## config.mk

```make
export PLATFORM = sky130hd
export DESIGN_NAME = pipe_ctrl_flat
export DESIGN_NICKNAME = d
export VERILOG_FILES = /design/src/rtl/pipe_ctrl_if.sv /design/src/rtl/pipe_ctrl.sv /design/src/flat_wrapper.sv
export SDC_FILE = /design/constraint.sdc
export NUM_CORES = 1
export LEC_CHECK = 0
export CORE_MARGIN = 3
export CORE_UTILIZATION = 42
export CTS_BUF_LIST = sky130_fd_sc_hd__clkbuf_16
export DETAILED_ROUTE_END_ITERATION = 10
export PLACE_DENSITY = 0.73
export RECOVER_POWER = 25
export SYNTH_ARGS = -nofsm -noshare
export SYNTH_HDL_FRONTEND = slang
export SYNTH_SLANG_ARGS = --single-unit
```

## constraint.sdc

```tcl
create_clock -name clk -period 2.77 [get_ports clk]
set_input_delay 0.554 -clock clk [delete_from_list [all_inputs] [get_ports clk]]
set_output_delay 0.554 -clock clk [all_outputs]
set_load 0.02 [all_outputs]
```

## src/rtl/pipe_ctrl_if.sv

```systemverilog
// Bundle of decode/status inputs and stall/flush/forwarding outputs shared
// between the pipeline datapath and its sequencing controller.
interface pipe_ctrl_if;
  logic        id_valid;
  logic [4:0]  id_rs1_idx;
  logic [4:0]  id_rs2_idx;
  logic [4:0]  id_rd_idx;
  logic        id_wben;
  logic        id_is_load;
  logic        ex_redirect;
  logic        ex_busy;
  logic        mem_busy;
  logic        stalln_pc;
  logic        stalln_id;
  logic        stalln_ex;
  logic        stalln_mem;
  logic        flush_id;
  logic        bubble_ex;
  logic [1:0]  fwd_rs1_ex;
  logic [1:0]  fwd_rs2_ex;
  logic        byp_rs1_id;
  logic        byp_rs2_id;
  logic [31:0] stall_cnt;
  logic [31:0] flush_cnt;

  // Datapath side: supplies decode/status, consumes sequencing controls.
  modport master (
    output id_valid, id_rs1_idx, id_rs2_idx, id_rd_idx, id_wben, id_is_load,
           ex_redirect, ex_busy, mem_busy,
    input  stalln_pc, stalln_id, stalln_ex, stalln_mem, flush_id, bubble_ex,
           fwd_rs1_ex, fwd_rs2_ex, byp_rs1_id, byp_rs2_id, stall_cnt, flush_cnt
  );

  // Controller side.
  modport slave (
    input  id_valid, id_rs1_idx, id_rs2_idx, id_rd_idx, id_wben, id_is_load,
           ex_redirect, ex_busy, mem_busy,
    output stalln_pc, stalln_id, stalln_ex, stalln_mem, flush_id, bubble_ex,
           fwd_rs1_ex, fwd_rs2_ex, byp_rs1_id, byp_rs2_id, stall_cnt, flush_cnt
  );
endinterface

```

## src/rtl/pipe_ctrl.sv

```systemverilog
// Hazard, forwarding and stall/flush controller for a five-stage pipeline.
// Tracks the destination registers held in EX, MEM and WB and decides each
// cycle which stages advance, which get a bubble and where operands come from.
module pipe_ctrl (
  input logic       clk,
  input logic       rst_n,
  pipe_ctrl_if.slave bus
);

  typedef struct packed {
    logic [4:0] rd;
    logic       wen;
    logic       is_load;
  } slot_t;

  typedef enum logic [2:0] {
    RUN,
    LOAD_USE,
    REDIRECT,
    EX_WAIT,
    MEM_WAIT
  } mode_t;

  slot_t ex_slot, mem_slot, wb_slot, id_slot;
  mode_t mode;
  logic  load_use;
  logic [1:0] fwd1_next, fwd2_next;

  // A slot feeds source s only if it really writes a non-zero register.
  function automatic logic match(input logic valid, input logic [4:0] s, input slot_t slot);
    return valid && (s != 5'd0) && slot.wen && (slot.rd == s);
  endfunction

  // Youngest producer wins: ALU result in EX first, then anything in MEM.
  function automatic logic [1:0] fwd_sel(input logic valid, input logic [4:0] s,
                                         input slot_t exs, input slot_t mems);
    if (match(valid, s, exs) && !exs.is_load)
      return 2'b01;
    else if (match(valid, s, mems))
      return 2'b10;
    else
      return 2'b00;
  endfunction

  assign id_slot  = '{rd: bus.id_rd_idx,
                      wen: bus.id_wben & bus.id_valid,
                      is_load: bus.id_is_load & bus.id_valid};
  assign load_use = ex_slot.is_load &&
                    (match(bus.id_valid, bus.id_rs1_idx, ex_slot) ||
                     match(bus.id_valid, bus.id_rs2_idx, ex_slot));
  assign fwd1_next = fwd_sel(bus.id_valid, bus.id_rs1_idx, ex_slot, mem_slot);
  assign fwd2_next = fwd_sel(bus.id_valid, bus.id_rs2_idx, ex_slot, mem_slot);

  // Pick the highest-priority sequencing condition; held reset forces RUN so
  // the stall outputs drop back immediately even if busy inputs are high.
  always_comb begin
    mode = RUN;
    if (!rst_n)               mode = RUN;
    else if (bus.mem_busy)    mode = MEM_WAIT;
    else if (bus.ex_busy)     mode = EX_WAIT;
    else if (bus.ex_redirect) mode = REDIRECT;
    else if (load_use)        mode = LOAD_USE;
  end

  // Per-stage enables and strobes for the current condition, plus the
  // same-cycle regfile write bypass which ignores stalls entirely.
  always_comb begin
    bus.stalln_pc  = 1'b1;
    bus.stalln_id  = 1'b1;
    bus.stalln_ex  = 1'b1;
    bus.stalln_mem = 1'b1;
    bus.flush_id   = 1'b0;
    bus.bubble_ex  = 1'b0;
    unique case (mode)
      MEM_WAIT: begin
        bus.stalln_pc  = 1'b0;
        bus.stalln_id  = 1'b0;
        bus.stalln_ex  = 1'b0;
        bus.stalln_mem = 1'b0;
      end
      EX_WAIT: begin
        bus.stalln_pc = 1'b0;
        bus.stalln_id = 1'b0;
        bus.stalln_ex = 1'b0;
      end
      REDIRECT: begin
        bus.flush_id  = 1'b1;
        bus.bubble_ex = 1'b1;
      end
      LOAD_USE: begin
        bus.stalln_pc = 1'b0;
        bus.stalln_id = 1'b0;
        bus.bubble_ex = 1'b1;
      end
      default: ;
    endcase
    bus.byp_rs1_id = match(bus.id_valid, bus.id_rs1_idx, wb_slot);
    bus.byp_rs2_id = match(bus.id_valid, bus.id_rs2_idx, wb_slot);
  end

  // Scoreboard shifts in step with the real pipeline registers; forwarding
  // selects follow the instruction that EX takes from ID.
  always_ff @(posedge clk or negedge rst_n) begin
    if (!rst_n) begin
      ex_slot        <= '0;
      mem_slot       <= '0;
      wb_slot        <= '0;
      bus.fwd_rs1_ex <= 2'b00;
      bus.fwd_rs2_ex <= 2'b00;
    end else begin
      unique case (mode)
        MEM_WAIT: begin
          wb_slot <= '0;
        end
        EX_WAIT: begin
          mem_slot <= '0;
          wb_slot  <= mem_slot;
        end
        REDIRECT, LOAD_USE: begin
          ex_slot        <= '0;
          mem_slot       <= ex_slot;
          wb_slot        <= mem_slot;
          bus.fwd_rs1_ex <= 2'b00;
          bus.fwd_rs2_ex <= 2'b00;
        end
        default: begin
          ex_slot        <= id_slot;
          mem_slot       <= ex_slot;
          wb_slot        <= mem_slot;
          bus.fwd_rs1_ex <= fwd1_next;
          bus.fwd_rs2_ex <= fwd2_next;
        end
      endcase
    end
  end

  // Performance counters for front-end stall cycles and ID flushes.
  always_ff @(posedge clk or negedge rst_n) begin
    if (!rst_n) begin
      bus.stall_cnt <= 32'd0;
      bus.flush_cnt <= 32'd0;
    end else begin
      if (!bus.stalln_pc) bus.stall_cnt <= bus.stall_cnt + 32'd1;
      if (bus.flush_id)   bus.flush_cnt <= bus.flush_cnt + 32'd1;
    end
  end

endmodule

```

## src/flat_wrapper.sv

```systemverilog
// flat-port wrapper written by rule: the top's interface ports become plain ports
module pipe_ctrl_flat 
  (clk, rst_n, bus_id_valid, bus_id_rs1_idx, bus_id_rs2_idx, bus_id_rd_idx, bus_id_wben, bus_id_is_load, bus_ex_redirect, bus_ex_busy, bus_mem_busy, bus_stalln_pc, bus_stalln_id, bus_stalln_ex, bus_stalln_mem, bus_flush_id, bus_bubble_ex, bus_fwd_rs1_ex, bus_fwd_rs2_ex, bus_byp_rs1_id, bus_byp_rs2_id, bus_stall_cnt, bus_flush_cnt);
  pipe_ctrl_if bus_i ();
  input logic clk;
  input logic rst_n;
  input wire logic [$bits(bus_i.id_valid)-1:0] bus_id_valid;
  input wire logic [$bits(bus_i.id_rs1_idx)-1:0] bus_id_rs1_idx;
  input wire logic [$bits(bus_i.id_rs2_idx)-1:0] bus_id_rs2_idx;
  input wire logic [$bits(bus_i.id_rd_idx)-1:0] bus_id_rd_idx;
  input wire logic [$bits(bus_i.id_wben)-1:0] bus_id_wben;
  input wire logic [$bits(bus_i.id_is_load)-1:0] bus_id_is_load;
  input wire logic [$bits(bus_i.ex_redirect)-1:0] bus_ex_redirect;
  input wire logic [$bits(bus_i.ex_busy)-1:0] bus_ex_busy;
  input wire logic [$bits(bus_i.mem_busy)-1:0] bus_mem_busy;
  output wire logic [$bits(bus_i.stalln_pc)-1:0] bus_stalln_pc;
  output wire logic [$bits(bus_i.stalln_id)-1:0] bus_stalln_id;
  output wire logic [$bits(bus_i.stalln_ex)-1:0] bus_stalln_ex;
  output wire logic [$bits(bus_i.stalln_mem)-1:0] bus_stalln_mem;
  output wire logic [$bits(bus_i.flush_id)-1:0] bus_flush_id;
  output wire logic [$bits(bus_i.bubble_ex)-1:0] bus_bubble_ex;
  output wire logic [$bits(bus_i.fwd_rs1_ex)-1:0] bus_fwd_rs1_ex;
  output wire logic [$bits(bus_i.fwd_rs2_ex)-1:0] bus_fwd_rs2_ex;
  output wire logic [$bits(bus_i.byp_rs1_id)-1:0] bus_byp_rs1_id;
  output wire logic [$bits(bus_i.byp_rs2_id)-1:0] bus_byp_rs2_id;
  output wire logic [$bits(bus_i.stall_cnt)-1:0] bus_stall_cnt;
  output wire logic [$bits(bus_i.flush_cnt)-1:0] bus_flush_cnt;
  assign bus_i.id_valid = bus_id_valid;
  assign bus_i.id_rs1_idx = bus_id_rs1_idx;
  assign bus_i.id_rs2_idx = bus_id_rs2_idx;
  assign bus_i.id_rd_idx = bus_id_rd_idx;
  assign bus_i.id_wben = bus_id_wben;
  assign bus_i.id_is_load = bus_id_is_load;
  assign bus_i.ex_redirect = bus_ex_redirect;
  assign bus_i.ex_busy = bus_ex_busy;
  assign bus_i.mem_busy = bus_mem_busy;
  assign bus_stalln_pc = bus_i.stalln_pc;
  assign bus_stalln_id = bus_i.stalln_id;
  assign bus_stalln_ex = bus_i.stalln_ex;
  assign bus_stalln_mem = bus_i.stalln_mem;
  assign bus_flush_id = bus_i.flush_id;
  assign bus_bubble_ex = bus_i.bubble_ex;
  assign bus_fwd_rs1_ex = bus_i.fwd_rs1_ex;
  assign bus_fwd_rs2_ex = bus_i.fwd_rs2_ex;
  assign bus_byp_rs1_id = bus_i.byp_rs1_id;
  assign bus_byp_rs2_id = bus_i.byp_rs2_id;
  assign bus_stall_cnt = bus_i.stall_cnt;
  assign bus_flush_cnt = bus_i.flush_cnt;
  pipe_ctrl u_core (.clk(clk), .rst_n(rst_n), .bus(bus_i));
endmodule
```

==> results of run 1 <==
-- cells in the final DEF, fill, tap and decap left out, types with 11 or more instances in the layout --
cell,instances
dlygate4sd2_1,11
buf_4,41
inv_1,15
nand4_1,18
dfrtp_1,87
a21oi_1,15
xnor2_1,59
nand3_1,23
clkdlybuf4s50_1,79
nand2_1,41
xor2_1,33
-- registers in the layout, indices dropped and copies added (netlist names) --
| signal | flops |
|---|---|
| u_core.mem_slot | 6 |
| u_core.wb_slot | 6 |
| u_core.bus.stall_cnt | 32 |
| u_core.bus.fwd_rs1_ex | 2 |
| u_core.bus.flush_cnt | 32 |
| u_core.ex_slot | 7 |
| u_core.bus.fwd_rs2_ex | 2 |
-- path summary, 6_finish.rpt --
path                                                        end  cells after the start  slack (ns)
max                                               bus_stalln_pc                      7        0.06
min                        u_core.bus.flush_cnt[31]$_DFFE_PN0P_                      1        0.47
max reg2reg                u_core.bus.stall_cnt[29]$_DFFE_PN0P_                      8        0.44
min reg2reg                u_core.bus.flush_cnt[31]$_DFFE_PN0P_                      1        0.47
max in group asynchronous  u_core.bus.fwd_rs2_ex[1]$_DFFE_PN0N_                      4        0.70
min in group asynchronous         u_core.ex_slot[6]$_DFFE_PN0N_                      3        0.77
-- area by class of cell --
type	count	share of cell area
Multi-Input combinational cell	285	0.337
Tap cell	133	0.0277
Clock buffer	9	0.0374
Inverter	14	0.00873
Sequential cell	87	0.362
Clock inverter	7	0.0108
Timing Repair Buffer	145	0.216
-- power groups by stage --
stage	registers (mW)	clock network [mW]	logic, mW
after detailed placement	1.61	0	0.787
after CTS	1.59	1.20	0.790
after global routing	1.62	1.26	0.845
after floorplan	1.70	0	0.271
after global placement	1.61	0	0.769
final	1.59	1.17	0.780
-- cell families (layout without fill, tap and decap cells) --
family	count (synthesis)	after routing	synth area share
multiplexers	1	1	0.00264
AO/OA/AOI/OAI	51	51	0.0914
AND/OR/NAND/NOR	139	139	0.175
XOR/XNOR	92	92	0.189
buffers and inverters	28	175	0.0267
adder cells (fa/ha/maj)	2	2	0.00586
flip-flops	87	87	0.510
-- cell usage after synthesis (2+ instances only) --
cell type | instances | area share
a211oi_1 | 2 | 0.0035
a22o_1 | 6 | 0.012
dfrtp_1 | 87 | 0.51
nor3_1 | 3 | 0.0035
a2111oi_0 | 9 | 0.018
nand2b_1 | 4 | 0.0059
a32o_1 | 5 | 0.012
or3_1 | 3 | 0.0044
and2_1 | 9 | 0.013
and3_1 | 7 | 0.010
buf_2 | 4 | 0.0047
or4_1 | 4 | 0.0070
o21ai_0 | 7 | 0.0082
xor2_1 | 33 | 0.068
nand4_1 | 18 | 0.026
nor4_1 | 5 | 0.0073
and4_1 | 5 | 0.010
nand3_1 | 23 | 0.027
nand2_1 | 41 | 0.036
clkbuf_1 | 8 | 0.0070
nor2_1 | 11 | 0.0097
inv_1 | 13 | 0.011
ha_1 | 2 | 0.0059
a21oi_1 | 15 | 0.018
xnor2_1 | 59 | 0.12
-- timing repair --
| item | CTS | global route |
|---|---|---|
| resized for setup | 33 | 6 |
| pin swaps | 8 | 5 |
| buffers inserted | 2 | 2 |
| endpoints found under the setup margin | 6 | 2 |
| hold buffers | 0 | 0 |
-- per-stage QoR --
step	area (µm²)	setup slack, ns	hold slack, ns	TNS [ns]	utilization
floorplan	4270	0.157	0.258	0	-
global placement	5680	-0.526	0.458	-2.51	0.578
detailed placement	5680	-0.544	0.460	-3.29	0.578
CTS	6000	0.00888	0.434	0	0.611
global route	6020	0.00592	0.490	0	0.613
finish	6020	0.0577	0.470	0	0.613
-- layer usage --
| layer | global-route usage | vias to the layer above | part of all wire |
|---|---|---|---|
| met3 | 0.0452 | 17 | 0.049 |
| met5 | 0 | - | 0 |
| met2 | 0.310 | 90 | 0.48 |
| met4 | 0.0804 | 0 | 0.019 |
| li1 | - | 1690 | - |
| met1 | 0.265 | 1708 | 0.45 |
==> flow_metrics.py, run 1 <==
metrics = {
    "global_routing": {
        "first_global_vias": 3604,
        "antenna_found_initial": 0,
        "gr-total-overflow": 0,
        "track_usage": 0.197,
        "grt_pass1_wl_mm": 17.8,
        "grt_max_degree": 49,
    },
    "timing": {
        "maxSlewHeadroom": 0.325,
        "fin_skew_ns": 0.00790,
        "rsz0062_at_grt": "false",
        "finalSetupViolCount": 0,
        "maxSlewViolCount": 0,
        "period_minus_slack_ns": 2.71,
        "timing.fmax_mhz": 369,
        "worst_pin_slew_ns": 1.01,
        "period_share": 0.979,
        "hold_viol": 0,
    },
    "final_layout": {
        "area_growth_pct": 40.9,
        "multiInputGateArea_mm2": 0.00203,
        "antenna_cells": 0,
        "layout-drive-gt1-share": 0.132,
        "seqCellArea_mm2": 0.00218,
        "final_cells": 680,
        "nets": 567,
        "n_fill_cell": 843,
    },
    "setup_path": {
        "cp_slowest_cell": "or4_1",
        "worst-path-max-fanout": 3,
        "r2r_start": "u_core.ex_slot[6]$_DFFE_PN0N_",
        "startpoint": "bus_id_rs1_idx[0]",
        "endpoint_kind": "primary output",
        "path_cells": "dlygate4sd2_1 > or4_1 > nor2_4 > nor3_4 > o21bai_4 > and2_4 > clkdlybuf4s15_2",
        "crit_required_ns": 2.22,
        "worstSetupPathType": "input pin to primary output",
        "crit_family": "simple AND/OR/NAND/NOR gates",
        "worst-path-buf-inv": 2,
        "cp-start-kind": "input pin",
        "critPathMaxStageDelay_ns": 0.58,
        "arrival_ns": 2.16,
    },
    "cts": {
        "clk_pin_slew_ns": 0.06,
        "clock_sinks": 87,
        "cts_max_level": 3,
        "clock_latency_ns": 0.33,
        "cts_buffer_depth": 2,
        "numCtsBuffers": 9,
        "cts_tree": "built",
        "cts_root_buffer": "clkbuf_16",
    },
    "detailed_routing": {
        "first_iter_violations": 100,
        "wl_mm": 10.8,
        "first_pass_iters": 4,
        "wl_per_cell_um": 15.9,
        "avgViaCountPerCell": 5.15,
        "ant_nets": 0,
        "drc": 0,
        "vias": 3505,
    },
    "yosys": {
        "synthesis.instances": 400,
        "syn_area_mm2": 0.00427,
        "ys_seq_elements": 87,
        "syn_nets": 425,
        "synth_edf_count": 0,
        "yosysSeqAreaShare": 0.510,
        "postSynth.asyncResetShare": 1.00,
        "yosys_warnings": 0,
        "synth_cell_types": 42,
        "postSynthAreaPerCell_um2": 10.7,
        "synth_flop_cell": "dfrtp_1",
    },
    "place": {
        "place_congestion": 0.937,
        "io_buffers": 98,
        "hpwl_mm": 7.94,
        "placedCellCount": 660,
    },
    "power": {
        "intPower_mw": 2.48,
        "p_sw_mw": 1.07,
        "vdd_drop_max_v": 0.000583,
        "combPwrFrac": 0.220,
        "finalPower_mw": 3.55,
        "seq_power_share": 0.449,
        "p_leak_nw": 2.56,
        "swShare": 0.301,
        "power_frac_clock": 0.331,
        "powerDensity_mw_per_mm2": 590,
    },
    "job": {
        "max-cap-violations": 0,
    },
    "floorplanning": {
        "ioPinCount": 99,
        "rows": 36,
        "die_area_mm2": 0.0114,
        "start_util": 0.435,
        "die_h_um": 107,
        "core_area_mm2": 0.00982,
        "die_w_um": 107,
    },
    "status": {
        "outcome": "completed",
    },
    "hold_path": {
        "worstHoldPathType": "flop to flop",
        "hp-start": "u_core.bus.flush_cnt[31]$_DFFE_PN0P_",
    },
}
Note: power is estimated with default switching activity, not from simulation.
==> inputs of run 2 (changes only) <==
- REMOVE_ABC_BUFFERS: unset -> 1
==> flow_metrics.py, run 2 (synthesis gave the netlist of run 1 again) <==
metrics = {
    "final_layout": {
        "layout-drive-gt1-share": 0.138,
        "largest_registers": "u_core.bus.flush_cnt x32, u_core.bus.stall_cnt x32, u_core.ex_slot x7",
        "final_cells": 682,
        "postLayoutCoreUtil": 0.620,
        "nets": 569,
        "layout_common_cells": "dfrtp_1 (87), clkdlybuf4s50_1 (80), xnor2_1 (58)",
        "antenna_cells": 0,
        "fin_area_mm2": 0.00609,
        "layout_commonest_cell": "dfrtp_1",
        "area_growth_pct": 42.7,
    },
    "timing": {
        "maxSlewHeadroom": 0.297,
        "maxSlewViolCount": 0,
        "timing.fmax_mhz": 366,
        "period_minus_slack_ns": 2.74,
        "tns_ns": 0,
        "timing.final.ws_setup_ns": 0.0346,
        "finalSetupViolCount": 0,
        "whs_ns": 0.239,
        "rsz0062_at_grt": "false",
        "period_share": 0.988,
        "hold_viol": 0,
        "fin_skew_ns": 0.00706,
        "worst_pin_slew_ns": 1.05,
    },
    "power": {
        "swShare": 0.291,
        "vdd_drop_max_v": 0.000357,
        "p_leak_nw": 2.61,
        "finalPower_mw": 3.79,
        "power_frac_clock": 0.371,
        "seq_power_share": 0.421,
        "p_sw_mw": 1.10,
        "combPwrFrac": 0.208,
        "intPower_mw": 2.69,
        "powerDensity_mw_per_mm2": 622,
    },
    "cts": {
        "cts_root_buffer": "clkbuf_16",
        "cts_max_level": 3,
        "clock_sinks": 87,
        "clock_latency_ns": 0.33,
        "clk_pin_slew_ns": 0.07,
        "cts_tree": "built",
        "cts_buffer_depth": 2,
        "numCtsBuffers": 9,
        "hold_buffers": 0,
    },
    "place": {
        "hpwl_mm": 8.11,
        "io_buffers": 98,
        "placedCellCount": 663,
        "post-place-ws_ns": -0.528,
        "place_congestion": 1.04,
        "dpl_cell_area_mm2": 0.00570,
    },
    "setup_path": {
        "rr_endpoint": "u_core.bus.stall_cnt[21]$_DFFE_PN0P_",
        "worst-path-buf-inv": 3,
        "cp-start-kind": "input pin",
        "r2r_start": "u_core.ex_slot[0]$_DFFE_PN0N_",
        "r2r_slack_ns": 0.39,
        "arrival_ns": 2.18,
        "worst-path-max-fanout": 3,
        "startpoint": "bus_mem_busy",
        "critPathMaxStageDelay_ns": 0.56,
        "path_cells": "clkdlybuf4s50_1 > or4bb_1 > o21bai_4 > and2_4 > buf_4 > buf_6",
        "crit_family": "simple AND/OR/NAND/NOR gates",
        "endpoint_kind": "primary output",
        "cp_slowest_cell": "or4bb_1",
        "worstSetupPathType": "input pin to primary output",
        "crit_required_ns": 2.22,
        "reg2regPathDepth": 7,
    },
    "floorplanning": {
        "die_area_mm2": 0.0114,
        "die_w_um": 107,
        "core_area_mm2": 0.00982,
        "rows": 36,
        "die_h_um": 107,
        "start_util": 0.435,
        "ioPinCount": 99,
    },
    "detailed_routing": {
        "wl_per_cell_um": 16.2,
        "vias": 3486,
        "ant_nets": 0,
        "wl_mm": 11.0,
        "first_iter_violations": 147,
        "avgViaCountPerCell": 5.11,
        "drc": 0,
        "first_pass_iters": 4,
    },
    "global_routing": {
        "track_usage": 0.198,
        "grt_max_degree": 44,
        "first_global_vias": 3576,
        "gr-total-overflow": 0,
        "antenna_found_initial": 0,
        "grt_pass1_wl_mm": 18.0,
    },
    "job": {
        "max-cap-violations": 0,
    },
    "status": {
        "outcome": "completed",
    },
    "hold_path": {
        "worstHoldPathType": "input pin to asynchronous set/reset pin",
    },
}
==> run 2: worst max path at each step <==
stage,slack [ns],end,depth (start not counted)
floorplan,-0.27,bus_stalln_id,5
finish,0.03,bus_stalln_id,6
detailed placement,-0.53,bus_stalln_pc,7
CTS,0.001,bus_bubble_ex,5
global placement,-0.54,bus_stalln_id,7
global route,0.01,bus_stalln_id,6
==> run 2: timing repair <==
| action | in CTS | in global routing |
|---|---|---|
| pin swaps | 6 | 4 |
| resized for setup | 32 | 10 |
| endpoints found under the setup margin | 6 | 4 |
| buffers inserted | 2 | 1 |
==> run 2: metal layers <==
layer | routed length (µm) | track usage | vias up | part of all wire
met5 | 0 | 0 | - | 0
met3 | 624 | 0.0482 | 10 | 0.057
met2 | 5360 | 0.324 | 90 | 0.49
li1 | - | - | 1683 | -
met4 | 137 | 0.0612 | 0 | 0.012
met1 | 4910 | 0.260 | 1703 | 0.45
==> run 2: area by class of cell <==
cell class,count,area [µm²]
clock inverter,7,124
inverter,14,52.6
tap,133,166
fill,836,3730
multi-input combinational,285,2030
sequential,87,2180
timing repair buffer,147,1320
clock buffer,9,225
==> run 2: power by group through the flow <==
| stage | clock network [mW] | registers [mW] | logic (mW) |
|---|---|---|---|
| 3_3_place_gp | 0 | 1.61 | 0.779 |
| 2_1_floorplan | 0 | 1.70 | 0.264 |
| 3_5_place_dp | 0 | 1.61 | 0.794 |
| 4_1_cts | 1.44 | 1.59 | 0.800 |
| 5_1_grt | 1.49 | 1.62 | 0.851 |
| 6_report | 1.41 | 1.59 | 0.787 |
==> inputs of run 3 (changes only) <==
- CELL_PAD_IN_SITES_DETAIL_PLACEMENT: unset -> 0
- CELL_PAD_IN_SITES_GLOBAL_PLACEMENT: unset -> 1
- CORE_UTILIZATION: 42 -> 39
- PLACE_DENSITY: 0.73 -> 0.84
==> flow_metrics.py, run 3 (synthesis gave the netlist of run 1 again) <==
metrics = {
    "setup_path": {
        "critPathMaxStageDelay_ns": 0.61,
        "worst-path-max-fanout": 5,
        "path_cells": "clkdlybuf4s50_1 > buf_4 > nand4bb_1 > buf_4 > inv_2 > clkdlybuf4s50_1",
        "r2r_start": "u_core.bus.stall_cnt[11]$_DFFE_PN0P_",
        "worstSetupPathType": "input pin to primary output",
        "rr_endpoint": "u_core.bus.stall_cnt[31]$_DFFE_PN0P_",
        "cp-start-kind": "input pin",
        "crit_required_ns": 2.22,
        "cp_slowest_cell": "clkdlybuf4s50_1",
        "reg2regPathDepth": 5,
        "worst-path-buf-inv": 5,
        "crit_family": "buffers and inverters",
        "endpoint_kind": "primary output",
        "arrival_ns": 2.15,
        "r2r_slack_ns": 0.53,
    },
    "cts": {
        "cts_max_level": 3,
        "clock_sinks": 87,
        "numCtsBuffers": 9,
        "clk_pin_slew_ns": 0.06,
        "cts_buffer_depth": 2,
        "cts_tree": "built",
        "clock_latency_ns": 0.33,
        "cts_root_buffer": "clkbuf_16",
    },
    "floorplanning": {
        "rows": 37,
        "die_w_um": 111,
        "core_area_mm2": 0.0105,
        "die_h_um": 111,
        "start_util": 0.406,
        "die_area_mm2": 0.0122,
        "ioPinCount": 99,
    },
    "final_layout": {
        "postLayoutCoreUtil": 0.577,
        "layout-drive-gt1-share": 0.137,
        "n_fill_cell": 930,
        "area_growth_pct": 41.9,
        "layout_commonest_cell": "dfrtp_1",
        "layout_common_cells": "dfrtp_1 (87), clkdlybuf4s50_1 (81), xnor2_1 (59)",
        "largest_registers": "u_core.bus.flush_cnt x32, u_core.bus.stall_cnt x32, u_core.ex_slot x7",
        "seqCellArea_mm2": 0.00218,
        "antenna_cells": 0,
        "nets": 567,
        "multiInputGateArea_mm2": 0.00203,
    },
    "hold_path": {
        "hp-start": "u_core.bus.flush_cnt[31]$_DFFE_PN0P_",
        "worstHoldPathType": "flop to flop",
        "whs_endpoint": "u_core.bus.flush_cnt[31]$_DFFE_PN0P_",
        "hold_depth": 1,
    },
    "power": {
        "swShare": 0.291,
        "intPower_mw": 2.58,
        "powerDensity_mw_per_mm2": 599,
        "p_sw_mw": 1.06,
        "combPwrFrac": 0.216,
        "vdd_drop_max_v": 0.000371,
        "power_frac_clock": 0.344,
        "p_leak_nw": 2.60,
        "seq_power_share": 0.440,
    },
    "timing": {
        "finalSetupViolCount": 0,
        "period_share": 0.977,
        "maxSlewViolCount": 37,
        "worst_pin_slew_ns": 1.94,
        "period_minus_slack_ns": 2.71,
        "whs_ns": 0.474,
        "hold_viol": 0,
        "rsz0062_at_grt": "false",
        "maxSlewHeadroom": -0.292,
        "timing.fmax_mhz": 370,
        "fin_skew_ns": 0.00695,
    },
    "detailed_routing": {
        "drc": 0,
        "avgViaCountPerCell": 5.20,
        "wl_per_cell_um": 16.2,
        "wl_mm": 11.0,
        "first_pass_iters": 4,
        "ant_nets": 0,
        "vias": 3554,
        "first_iter_violations": 158,
    },
    "global_routing": {
        "antenna_found_initial": 0,
        "grt_max_degree": 52,
        "track_usage": 0.185,
        "first_global_vias": 3737,
        "gr-total-overflow": 0,
        "grt_pass1_wl_mm": 18.7,
    },
    "place": {
        "hpwl_mm": 8.11,
        "io_buffers": 98,
        "place_congestion": 0.958,
    },
    "status": {
        "outcome": "finished with violations",
        "violations": "capacitance limit, slew limit",
    },
    "job": {
        "max-cap-violations": 1,
    },
}
-- run 3: power groups by stage --
| stage | Combinational, mW | Sequential, mW | Clock (mW) |
|---|---|---|---|
| 6_report | 0.783 | 1.60 | 1.25 |
| 5_1_grt | 0.852 | 1.62 | 1.33 |
| 4_1_cts | 0.794 | 1.60 | 1.28 |
| 3_5_place_dp | 0.788 | 1.62 | 0 |
| 3_3_place_gp | 0.776 | 1.61 | 0 |
| 2_1_floorplan | 0.264 | 1.70 | 0 |
-- run 3: cell type report --
cell class                 count  area share
clock buffer                   9      0.0372
clock inverter                 7      0.0136
inverter                      14     0.00867
multi-input combinational    285       0.334
sequential                    87       0.359
tap                          136      0.0281
timing repair buffer         145       0.219
-- run 3: how the worst max path moves through the flow --
stage | slack, ns | cells after the start | to | start
floorplan | -0.27 | 5 | bus_stalln_id | bus_id_rs2_idx[0]
global route | 0.009 | 6 | bus_flush_id | bus_mem_busy
CTS | 0.007 | 7 | bus_stalln_id | bus_id_rs1_idx[4]
finish | 0.06 | 6 | bus_flush_id | bus_mem_busy
detailed placement | -0.62 | 7 | bus_stalln_id | bus_id_rs2_idx[0]
global placement | -0.53 | 7 | bus_stalln_id | bus_id_rs2_idx[0]
-- run 3: per-stage QoR --
stage               instance area, µm²  total power [mW]  setup TNS [ns]  setup WS, ns  std cells
finish                            6060              3.63               0        0.0641        683
global route                      6060              3.81               0       0.00874        683
CTS                               6040              3.67               0       0.00656        683
detailed placement                5700              2.40           -4.23        -0.620        666
global placement                  5700              2.39           -2.88        -0.534        666
floorplan                         4210              1.96          -0.935        -0.270        386
-- run 3: per-layer routing --
| metal | track usage | part of all wire |
|---|---|---|
| met2 | 0.291 | 0.47 |
| met1 | 0.251 | 0.47 |
| met3 | 0.0477 | 0.045 |
| met5 | 0 | 0 |
| met4 | 0.0575 | 0.012 |
-- run 3: timing repair --
| item | 4_1_cts | 5_1_grt |
|---|---|---|
| buffers inserted | 1 | 0 |
| hold buffers | 0 | 0 |
| pin swaps | 6 | 5 |
| endpoints found under the setup margin | 5 | 6 |
| resized for setup | 34 | 8 |
